$ cat src/rtl/string_hw_pkg.sv
// Shared types and constants for the String_HW sequencer and its buffers.
package string_hw_pkg;

  localparam int WORD_BYTES = 4;

  typedef logic [0:WORD_BYTES-1][7:0] str_word_t;

  typedef enum logic [2:0] {
    OP_CMP   = 3'd0,
    OP_UPPER = 3'd1,
    OP_LOWER = 3'd2
  } op_e;

  typedef enum logic [2:0] {
    IDLE    = 3'd0,
    ISSUE   = 3'd1,
    CAPTURE = 3'd2,
    RELEASE = 3'd3,
    FINISH  = 3'd4
  } state_e;

  // A final-word length outside 1..WORD_BYTES means a full word.
  function automatic logic [2:0] eff_len(input logic [2:0] len);
    if (len == 3'd0 || len > 3'(WORD_BYTES)) begin
      return 3'(WORD_BYTES);
    end
    return len;
  endfunction

endpackage

$ cat src/rtl/string_word_buf.sv
// Word register file: LANES 32-bit words per entry on one shared address,
// one write port and a registered write-first read port.
module string_word_buf
  import string_hw_pkg::*;
#(
  parameter int  DEPTH = 8,
  parameter int  LANES = 1,
  localparam int AW    = $clog2(DEPTH),
  localparam int DW    = 8 * WORD_BYTES * LANES
) (
  input  logic          clk_i,
  input  logic          reset_i,
  input  logic          we_i,
  input  logic [AW-1:0] waddr_i,
  input  logic [DW-1:0] wdata_i,
  input  logic [AW-1:0] raddr_i,
  output logic [DW-1:0] rdata_o
);

  logic [DW-1:0] mem_q [DEPTH];
  logic [DW-1:0] rdata_q;

  always_ff @(posedge clk_i) begin
    if (we_i) begin
      mem_q[waddr_i] <= wdata_i;
    end
  end

  // Forwarding the write data lets a write and a read of the same entry in
  // one cycle return the new word, so a load issued with start is seen.
  always_ff @(posedge clk_i) begin
    if (reset_i) begin
      rdata_q <= '0;
    end else if (we_i && (waddr_i == raddr_i)) begin
      rdata_q <= wdata_i;
    end else begin
      rdata_q <= mem_q[raddr_i];
    end
  end

  assign rdata_o = rdata_q;

endmodule

$ cat src/rtl/string_hw_sequencer.sv
// Initiator-side controller for the String_HW engine: feeds buffered words
// one per go/done handshake and collects compare verdicts or converted words.
module string_hw_sequencer
  import string_hw_pkg::*;
#(
  parameter int  MAX_WORDS   = 8,
  parameter int  TIMEOUT_CYC = 255,
  localparam int AW          = $clog2(MAX_WORDS)
) (
  input  logic          clk_i,
  input  logic          reset_i,
  input  logic          wr_en_i,
  input  logic [AW-1:0] wr_addr_i,
  input  logic [31:0]   wr_a_i,
  input  logic [31:0]   wr_b_i,
  input  logic          start_i,
  input  logic [2:0]    op_i,
  input  logic [AW:0]   num_words_i,
  input  logic [2:0]    last_len_i,
  output logic          busy_o,
  output logic          done_o,
  output logic          error_o,
  output logic          cmp_equal_o,
  output logic [AW:0]   words_done_o,
  input  logic [AW-1:0] rd_addr_i,
  output logic [31:0]   rd_data_o,
  output logic          eng_go_o,
  output logic [2:0]    eng_index_o,
  output logic [31:0]   eng_a_o,
  output logic [31:0]   eng_b_o,
  output logic [2:0]    eng_length_o,
  input  logic          eng_done_i,
  input  logic [31:0]   eng_result_i
);

  localparam int          CW       = $clog2(TIMEOUT_CYC + 1);
  localparam logic [CW-1:0] TO_LAST = CW'(TIMEOUT_CYC - 1);
  localparam logic [AW:0] NUM_MAX  = (AW + 1)'(MAX_WORDS);

  state_e        state_q, state_d;
  logic [AW-1:0] ptr_q, ptr_d;
  logic [CW-1:0] cnt_q, cnt_d;
  logic [2:0]    op_q, op_d;
  logic [AW:0]   num_q, num_d;
  logic [2:0]    len_q, len_d;
  logic          busy_q, busy_d;
  logic          done_q, done_d;
  logic          error_q, error_d;
  logic          cmp_q, cmp_d;
  logic [AW:0]   words_q, words_d;

  logic          go;
  logic          result_we;
  logic          is_last;
  logic          ab_we;
  logic [63:0]   ab_rdata;

  assign is_last = ({1'b0, ptr_q} == (num_q - (AW + 1)'(1)));
  assign ab_we   = wr_en_i && (state_q == IDLE);

  // A/B read address follows the next pointer so the word is ready in ISSUE.
  string_word_buf #(
    .DEPTH (MAX_WORDS),
    .LANES (2)
  ) u_ab_buf (
    .clk_i   (clk_i),
    .reset_i (reset_i),
    .we_i    (ab_we),
    .waddr_i (wr_addr_i),
    .wdata_i ({wr_a_i, wr_b_i}),
    .raddr_i (ptr_d),
    .rdata_o (ab_rdata)
  );

  string_word_buf #(
    .DEPTH (MAX_WORDS),
    .LANES (1)
  ) u_result_buf (
    .clk_i   (clk_i),
    .reset_i (reset_i),
    .we_i    (result_we),
    .waddr_i (ptr_q),
    .wdata_i (eng_result_i),
    .raddr_i (rd_addr_i),
    .rdata_o (rd_data_o)
  );

  always_ff @(posedge clk_i) begin
    if (reset_i) begin
      state_q <= IDLE;
      ptr_q   <= '0;
      cnt_q   <= '0;
      op_q    <= '0;
      num_q   <= '0;
      len_q   <= '0;
      busy_q  <= 1'b0;
      done_q  <= 1'b0;
      error_q <= 1'b0;
      cmp_q   <= 1'b0;
      words_q <= '0;
    end else begin
      state_q <= state_d;
      ptr_q   <= ptr_d;
      cnt_q   <= cnt_d;
      op_q    <= op_d;
      num_q   <= num_d;
      len_q   <= len_d;
      busy_q  <= busy_d;
      done_q  <= done_d;
      error_q <= error_d;
      cmp_q   <= cmp_d;
      words_q <= words_d;
    end
  end

  always_comb begin
    state_d   = state_q;
    ptr_d     = ptr_q;
    cnt_d     = cnt_q;
    op_d      = op_q;
    num_d     = num_q;
    len_d     = len_q;
    busy_d    = busy_q;
    done_d    = 1'b0;
    error_d   = error_q;
    cmp_d     = cmp_q;
    words_d   = words_q;
    go        = 1'b0;
    result_we = 1'b0;

    case (state_q)
      IDLE: begin
        if (start_i) begin
          op_d    = op_i;
          num_d   = num_words_i;
          len_d   = last_len_i;
          error_d = 1'b0;
          words_d = '0;
          cmp_d   = 1'b1;
          busy_d  = 1'b1;
          ptr_d   = '0;
          cnt_d   = '0;
          if (op_i > 3'(OP_LOWER) || num_words_i > NUM_MAX) begin
            error_d = 1'b1;
            state_d = FINISH;
          end else if (num_words_i == '0) begin
            state_d = FINISH;
          end else begin
            state_d = ISSUE;
          end
        end
      end

      ISSUE: begin
        go = 1'b1;
        if (eng_done_i) begin
          state_d = CAPTURE;
        end else if (cnt_q == TO_LAST) begin
          error_d = 1'b1;
          cnt_d   = '0;
          state_d = RELEASE;
        end else begin
          cnt_d = cnt_q + CW'(1);
        end
      end

      CAPTURE: begin
        go = 1'b1;
        if (op_q == 3'(OP_CMP)) begin
          cmp_d = cmp_q & (eng_result_i == 32'd1);
        end else begin
          result_we = 1'b1;
        end
        words_d = words_q + (AW + 1)'(1);
        cnt_d   = '0;
        state_d = RELEASE;
      end

      // A compare stops at the first mismatching word.
      RELEASE: begin
        if (!eng_done_i) begin
          cnt_d = '0;
          if (is_last || error_q || (op_q == 3'(OP_CMP) && !cmp_q)) begin
            state_d = FINISH;
          end else begin
            ptr_d   = ptr_q + AW'(1);
            state_d = ISSUE;
          end
        end else if (cnt_q == TO_LAST) begin
          error_d = 1'b1;
          state_d = FINISH;
        end else begin
          cnt_d = cnt_q + CW'(1);
        end
      end

      FINISH: begin
        done_d  = 1'b1;
        busy_d  = 1'b0;
        state_d = IDLE;
      end

      default: begin
        state_d = IDLE;
      end
    endcase
  end

  assign busy_o       = busy_q;
  assign done_o       = done_q;
  assign error_o      = error_q;
  assign cmp_equal_o  = cmp_q;
  assign words_done_o = words_q;

  assign eng_go_o     = go;
  assign eng_index_o  = go ? op_q : 3'd0;
  assign eng_a_o      = go ? ab_rdata[63:32] : 32'd0;
  assign eng_b_o      = go ? ab_rdata[31:0] : 32'd0;
  assign eng_length_o = go ? (is_last ? eff_len(len_q) : 3'(WORD_BYTES)) : 3'd0;

endmodule

$ cat config.mk
export PLATFORM = sky130hd
export DESIGN_NAME = string_hw_sequencer
export DESIGN_NICKNAME = d
export VERILOG_FILES = /design/src/rtl/string_hw_pkg.sv /design/src/rtl/string_word_buf.sv /design/src/rtl/string_hw_sequencer.sv
export SDC_FILE = /design/constraint.sdc
export NUM_CORES = 1
export LEC_CHECK = 0
export ABC_AREA = 1
export BUFFER_PORTS_ARGS = -buffer_cell sky130_fd_sc_hd__buf_4
export CAP_MARGIN = 20
export CORE_MARGIN = 2
export CORE_UTILIZATION = 57
export CTS_BUF_LIST = sky130_fd_sc_hd__clkbuf_4
export CTS_CLUSTER_SIZE = 24
export DETAILED_ROUTE_END_ITERATION = 8
export GPL_TIMING_DRIVEN = 0
export PLACE_DENSITY = 0.77
export RECOVER_POWER = 100
export SLEW_MARGIN = 20
export SYNTH_ARGS = -nofsm -noshare
export SYNTH_HDL_FRONTEND = slang
export SYNTH_SLANG_ARGS = --single-unit
$ cat constraint.sdc
create_clock -name clk_i -period 4 [get_ports clk_i]
set_input_delay 0.8 -clock clk_i [delete_from_list [all_inputs] [get_ports clk_i]]
set_output_delay 0.8 -clock clk_i [all_outputs]
set_load 0.1 [all_outputs]
-- Word level (Yosys, flattened, before mapping)
Memory sizes are Yosys's and may differ from the RTL's. A register that Yosys moved wholly into a read port is not among the register bits.
Index checks and enable logic that the tools add are counted.
- add/sub/neg operators: 4
- magnitude comparators: 3
- equal/unequal tests: 14
- muxes and demuxes: 47
- bitwise logic cells: 1
- reduce and logical (&&, ||, !) cells: 23
- operator list (kind ; count):
    $mux W32 ; 2
    $mux W3 ; 16
    $mux W8 ; 5
    $eq A32 B1 Y1 const B ; 1
    $pmux W8 S4 ; 1
    $mux W1 ; 16
    $pmux W3 S4 ; 1
    $logic_not A3 Y1 ; 3
    $ne A3 B3 Y1 const B ; 3
    $add A8 B1 Y8 const B ; 1
    $eq A8 B8 Y1 const B ; 1
    $ne A2 B2 Y1 const B ; 4
    $pmux W4 S2 ; 1
    $reduce_and A4 Y1 ; 2
    $eq A3 B2 Y1 const B ; 2
    $pmux W3 S2 ; 1
    $reduce_and A2 Y1 ; 3
    $reduce_and A3 Y1 ; 2
    $add A4 B1 Y4 const B ; 1
    $eq A3 B4 Y1 ; 1
    $gt A4 B4 Y1 const B ; 1
    $logic_not A4 Y1 ; 1
    $logic_or A1 B1 Y1 ; 4
    $mux W4 ; 1
    15 further kinds ; 18
- bits in registers: 32
- memory bits (writable): 768
- input port bits: 117
- output and inout bits: 111
- logic and storage cells: 105
- memories kept: 2
- memories (memory ; words ; width ; rd ports ; clocked after Yosys merged registers in ; wr ports ; line ; source):
    u_ab_buf.mem_q ; 8 ; 64 ; 1 ; 1 ; 1 ; string_word_buf.sv:20 ; logic [DW-1:0] mem_q [DEPTH];
    u_result_buf.mem_q ; 8 ; 32 ; 1 ; 1 ; 1 ; string_word_buf.sv:20 ;

-- Longest topological paths before layout
- depth after elaboration: 7
- gate-level depth with buffers: 21
- mapped depth without buffers: 20

-- Cells and area by module
From an unflattened synthesis, not the netlist that was laid out.
- cells, all modules: 3458
- area total of the unflattened synthesis: 36762.8 um2
- by module, submodules not included (module ; times used ; cells each ; area each (um2) ; sequential area each (um2)):
    string_word_buf (u_ab_buf) ; 1 ; 2014 ; 22885.7 ; 16656.0
    string_word_buf (u_result_buf) ; 1 ; 1022 ; 11511.0 ; 8328.0
    string_hw_sequencer ; 1 ; 422 ; 2366.0 ; 640.6

-- Worst setup path before layout
Ideal clock, no wire load.
- kind: register to output
- start point: register state_q[1]
- end point: output eng_length_o[0]
- arrival time: 5.015 ns
- required time: 3.200 ns
- path slack: -1.815 ns
- cell stages (with the launch flop): 8
- path buffers: 1
- cell sequence: dfxtp_1 inv_1 nor3_2 inv_1 nand2_1 clkinv_1 clkbuf_1 nor4_1
- cells in the longest elaborated chain, start to end: 4
- elaborated cells on any way between the ends: 5
- those cells by class: eq/ne (2); mux (2); reduce/logical (1)
- ends and longest elaborated chain (what ; line ; source):
    start: declaration ; string_hw_sequencer.sv:40 ; state_e state_q, state_d;
    start signal: assignment ; string_hw_sequencer.sv:102 ; state_q <= state_d;
    $eq A3 B2 Y1 / $eq A3 B1 Y1 (equally long branches) ; string_hw_sequencer.sv:131 ; case (state_q)
    $reduce_or A2 Y1 (no source line) (*) ; n/a ;
    $mux W1 (*) ; string_hw_sequencer.sv:131 ;
    net eng_go_o ; string_hw_sequencer.sv:27 ; output logic eng_go_o,
    $mux W3 (*) ; string_hw_sequencer.sv:219 ; assign eng_length_o = go ? (is_last ? eff_len(len_q) : 3'(WORD_BYTES)) : 3'd0;
    end: declaration ; string_hw_sequencer.sv:31 ; output logic [2:0] eng_length_o,
Mark *: on every way through the listed nets, which the timed path passes. The rest lies on a longest branch.

-- Worst setup path after layout
- start point: register state_q[0]
- end point: memory u_ab_buf.mem_q[6][2] (netlist name) (enable)
- cells in the longest elaborated chain, start to end: 4
- ends and longest elaborated chain (what ; line ; source):
    $logic_not A3 Y1 ; string_hw_sequencer.sv:59 ; assign ab_we = wr_en_i && (state_q == IDLE);
    $logic_and A1 B1 Y1 ; string_hw_sequencer.sv:59 ;
    $mux W1 ; string_word_buf.sv:24 ; if (we_i) begin
    $mux W1 (not written as such) ; string_word_buf.sv:25 ; mem_q[waddr_i] <= wdata_i;
    end: declaration ; string_word_buf.sv:20 ;
No other way between the ends.

==> metrics.cfg <==
[run_status]
status = finished, violations left
violations = DRC, capacitance limit, slew limit

[timing]
finalSetupViolCount = 0
finalHoldViolCount = 0
relSlewSlack_pct = -45.4
post-route-period-util_pct = 96.7
rsz0062_at_grt = false
fin_crit_ns = 3.87
worst_pin_slew_ns = 2.17
holdWs_ns = 0.0524
final.setup_skew_ns = 0.0837
fmax_mhz = 258
drv_slew = 155

[synth]
synthCells = 3253
async_flop_share_pct = 0
synth_top_cell_by_area = edfxtp_1
synth_flop_cell = edfxtp_1
synth.cell_area_um2 = 36500
synth_edf_count = 768
yosysSeqAreaShare_pct = 70.3
synth_top_area_share_pct = 63.2
synth_nets = 3376
syn_avg_cell_area_um2 = 11.2
synth_seq_cells = 896
synthTopCellsByCount = 768 x edfxtp_1, 549 x nand2_1, 527 x nand3_1
synth.most_common_cell = edfxtp_1
synth.area.top_cells = edfxtp_1 63%, nand3_1 7.2%, dfxtp_1 7.0%, nand2_1 5.6%, nor2_1 4.4%
yosysUniqueCellTypes = 38
yosys_warnings = 0

[clock_tree]
cts_root_buffer = clkbuf_4
htree_levels = 4
cts_made_buffers = 216
insertion_delay_ns = 1.12
clk_pin_slew_worst_paths_ns = 0.07
cts_tree = built
cts_sinks = 896
cts.path.max_buffers = 3

[floorplan]
start_util_pct = 57.7
die_w_um = 257
io_pins = 228
fp.coreArea_um2 = 63200
rows = 92
dieArea_um2 = 66000
die_h_um = 257

[pwr]
ir_worst_vdd_v = 0.000346
finalPower_uw = 20100
power_leakage_uw = 0.0164
powerDensity_nw_per_um2 = 466

[placement]
placed_area_um2 = 40300
placed_cells = 4357
hpwlAfterDp_um = 66600
place_congestion = 0.847
io_buffers = 225

[min_path]
hp-class = in -> reg
hp-start = last_len_i[1]
hold_depth = 3
min_to = len_q[1]

[final_layout]
multi_input_area_um2 = 9520
finalNonFillerCells = 4876
fillers = 4543
nets = 3951
seq_area_um2 = 25600
final_cell_area_um2 = 43200
area_growth_pct = 18.5
drive_above_1_share_pct = 16.4

[setup_path]
path_max_fanout = 20
path_cells = nor2_1 > nand2_1 > nor2_1 > nand2_1 > nor2_1 > dlymetal6s2s_1 > buf_16
cp_slowest_cell = nor2_1
worst_r2r_endpoint = u_ab_buf.mem_q[6][2]
r2r_slack_ns = 0.13
path_class = reg -> reg
cpMostUsedCell = nor2_1
start_kind = register
worstRegToRegCells = 7
worstPathArrival_ns = 4.64
cp_data_required_time_ns = 4.77
cpPeakStageDelay_ns = 1.09
r2r-start = state_q[0]
endpoint_kind = register

[run]
cap_violations = 9

[grt]
grt_usage_pct = 31.7
grt_max_degree = 25
antenna_found_initial = 11
grt_pass1_vias = 27900
grt_first_pass_wirelength_um = 158000
grt_overflow = 0

[routing]
drtAntennaViolNets = 0
vias = 28600
via_per_inst = 5.87
drt-pass1-iter-count = 9
first_iter_violations = 3770
wl_per_cell_um = 21.6
remaining_drc_errors = 1
wl_um = 105000

[cell families (layout without fill, tap and decap cells)]
kind of cell    after synthesis  after routing  share of synthesized area (%)
compound gates              343            343                           5.05
fa+ha+maj                     6              6                          0.206
xor+xnor                      2              2                         0.0686
other cells                   0             11                              0
simple gates               1664           1664                           20.3
buf+inv                     342           1108                           4.16
flops                       896            896                           70.3
[through the flow]
step | util (%) | TNS [ns] | setup slack (ns)
floorplan | - | -143.50 | -0.265
global placement | 62.3 | -1488.34 | -2.75
detailed placement | 63.8 | -2.20 | -0.240
CTS | 70.1 | 0 | 0.0298
global route | 68.4 | 0 | 0.0102
finish | 68.4 | 0 | 0.130
[per-layer routing]
layer	part of all wire, %	global-route usage, %	vias to the layer above
li1	-	-	12800
met2	48	51.4	1957
met5	0.072	0	-
met1	36	40.1	13500
met3	12	8.05	352
met4	4.1	15.1	12
[layout make-up]
cell class,count,area share [%]
Multi-Input combinational cell,2015,22.0
Buffer,223,2.50
Inverter,119,1.04
Timing Repair Buffer,357,5.89
Tap cell,846,2.45
Clock inverter,80,0.999
Antenna cell,11,0.0637
Clock buffer,329,5.72
Sequential cell,896,59.3
[where the power goes]
part / total (µW) / switching (µW) / internal (µW)
logic: 1950 / 1510 / 437
registers: 10500 / 74.9 / 10400
clock network: 7720 / 3750 / 3980
[worst max-delay path by stage]
stage,cells past startpoint,from,end
2_1_floorplan,7,state_q[1],eng_a_o[0]
3_3_place_gp,5,wr_en_i,u_ab_buf.mem_q[6][14]
3_5_place_dp,9,state_q[1],eng_b_o[28]
4_1_cts,9,state_q[1],eng_b_o[28]
5_1_grt,7,state_q[0],u_ab_buf.mem_q[7][8]
6_report,7,state_q[0],u_ab_buf.mem_q[6][2]
[cell usage in the layout (no fill, tap or decap), types with 5 or more instances in the layout]
| cell | count |
|---|---|
| buf_1 | 11 |
| nand2_1 | 549 |
| dlygate4sd3_1 | 98 |
| inv_2 | 10 |
| dfxtp_1 | 128 |
| clkbuf_2 | 17 |
| ha_1 | 6 |
| clkinv_1 | 56 |
| a221oi_1 | 5 |
| a21oi_1 | 87 |
| inv_1 | 109 |
| diode_2 | 11 |
| buf_16 | 9 |
| nor2_1 | 389 |
| edfxtp_1 | 768 |
| buf_4 | 58 |
| nand4_1 | 6 |
| and3_1 | 64 |
| nor2_4 | 8 |
| clkbuf_4 | 375 |
| clkinv_2 | 13 |
| nand3b_1 | 64 |
| nor2_2 | 36 |
| o22ai_1 | 66 |
| buf_2 | 106 |
| clkbuf_1 | 227 |
| o21ai_0 | 176 |
| nand3_1 | 527 |
| nor4_1 | 8 |
[what timing repair did]
item                                    4_1_cts  5_1_grt
pin swaps                                     1        0
gates resized for setup                      44       10
setup buffers                                 1        0
endpoints found under the setup margin       69       60
hold buffers                                 98        0
endpoints found under the hold margin       770        0
[worst max-delay path: cells and delay by family (launching register included)]
family	cells	cell delay, ns
buffers and inverters	2	1.35
flip-flops	1	0.36
AND/OR/NAND/NOR	5	1.83
[state kept, by name, summed over array words and instances, names as in the netlist, 3 cells and up]
register              flops
u_ab_buf.rdata_o         64
ptr_q                     3
len_q                     3
state_q                   3
u_result_buf.rdata_o     32
cnt_q                     8
op_q                      3
u_ab_buf.mem_q          512
num_q                     4
u_result_buf.mem_q      256
words_done_o              4
(Power assumes the default switching activity.)
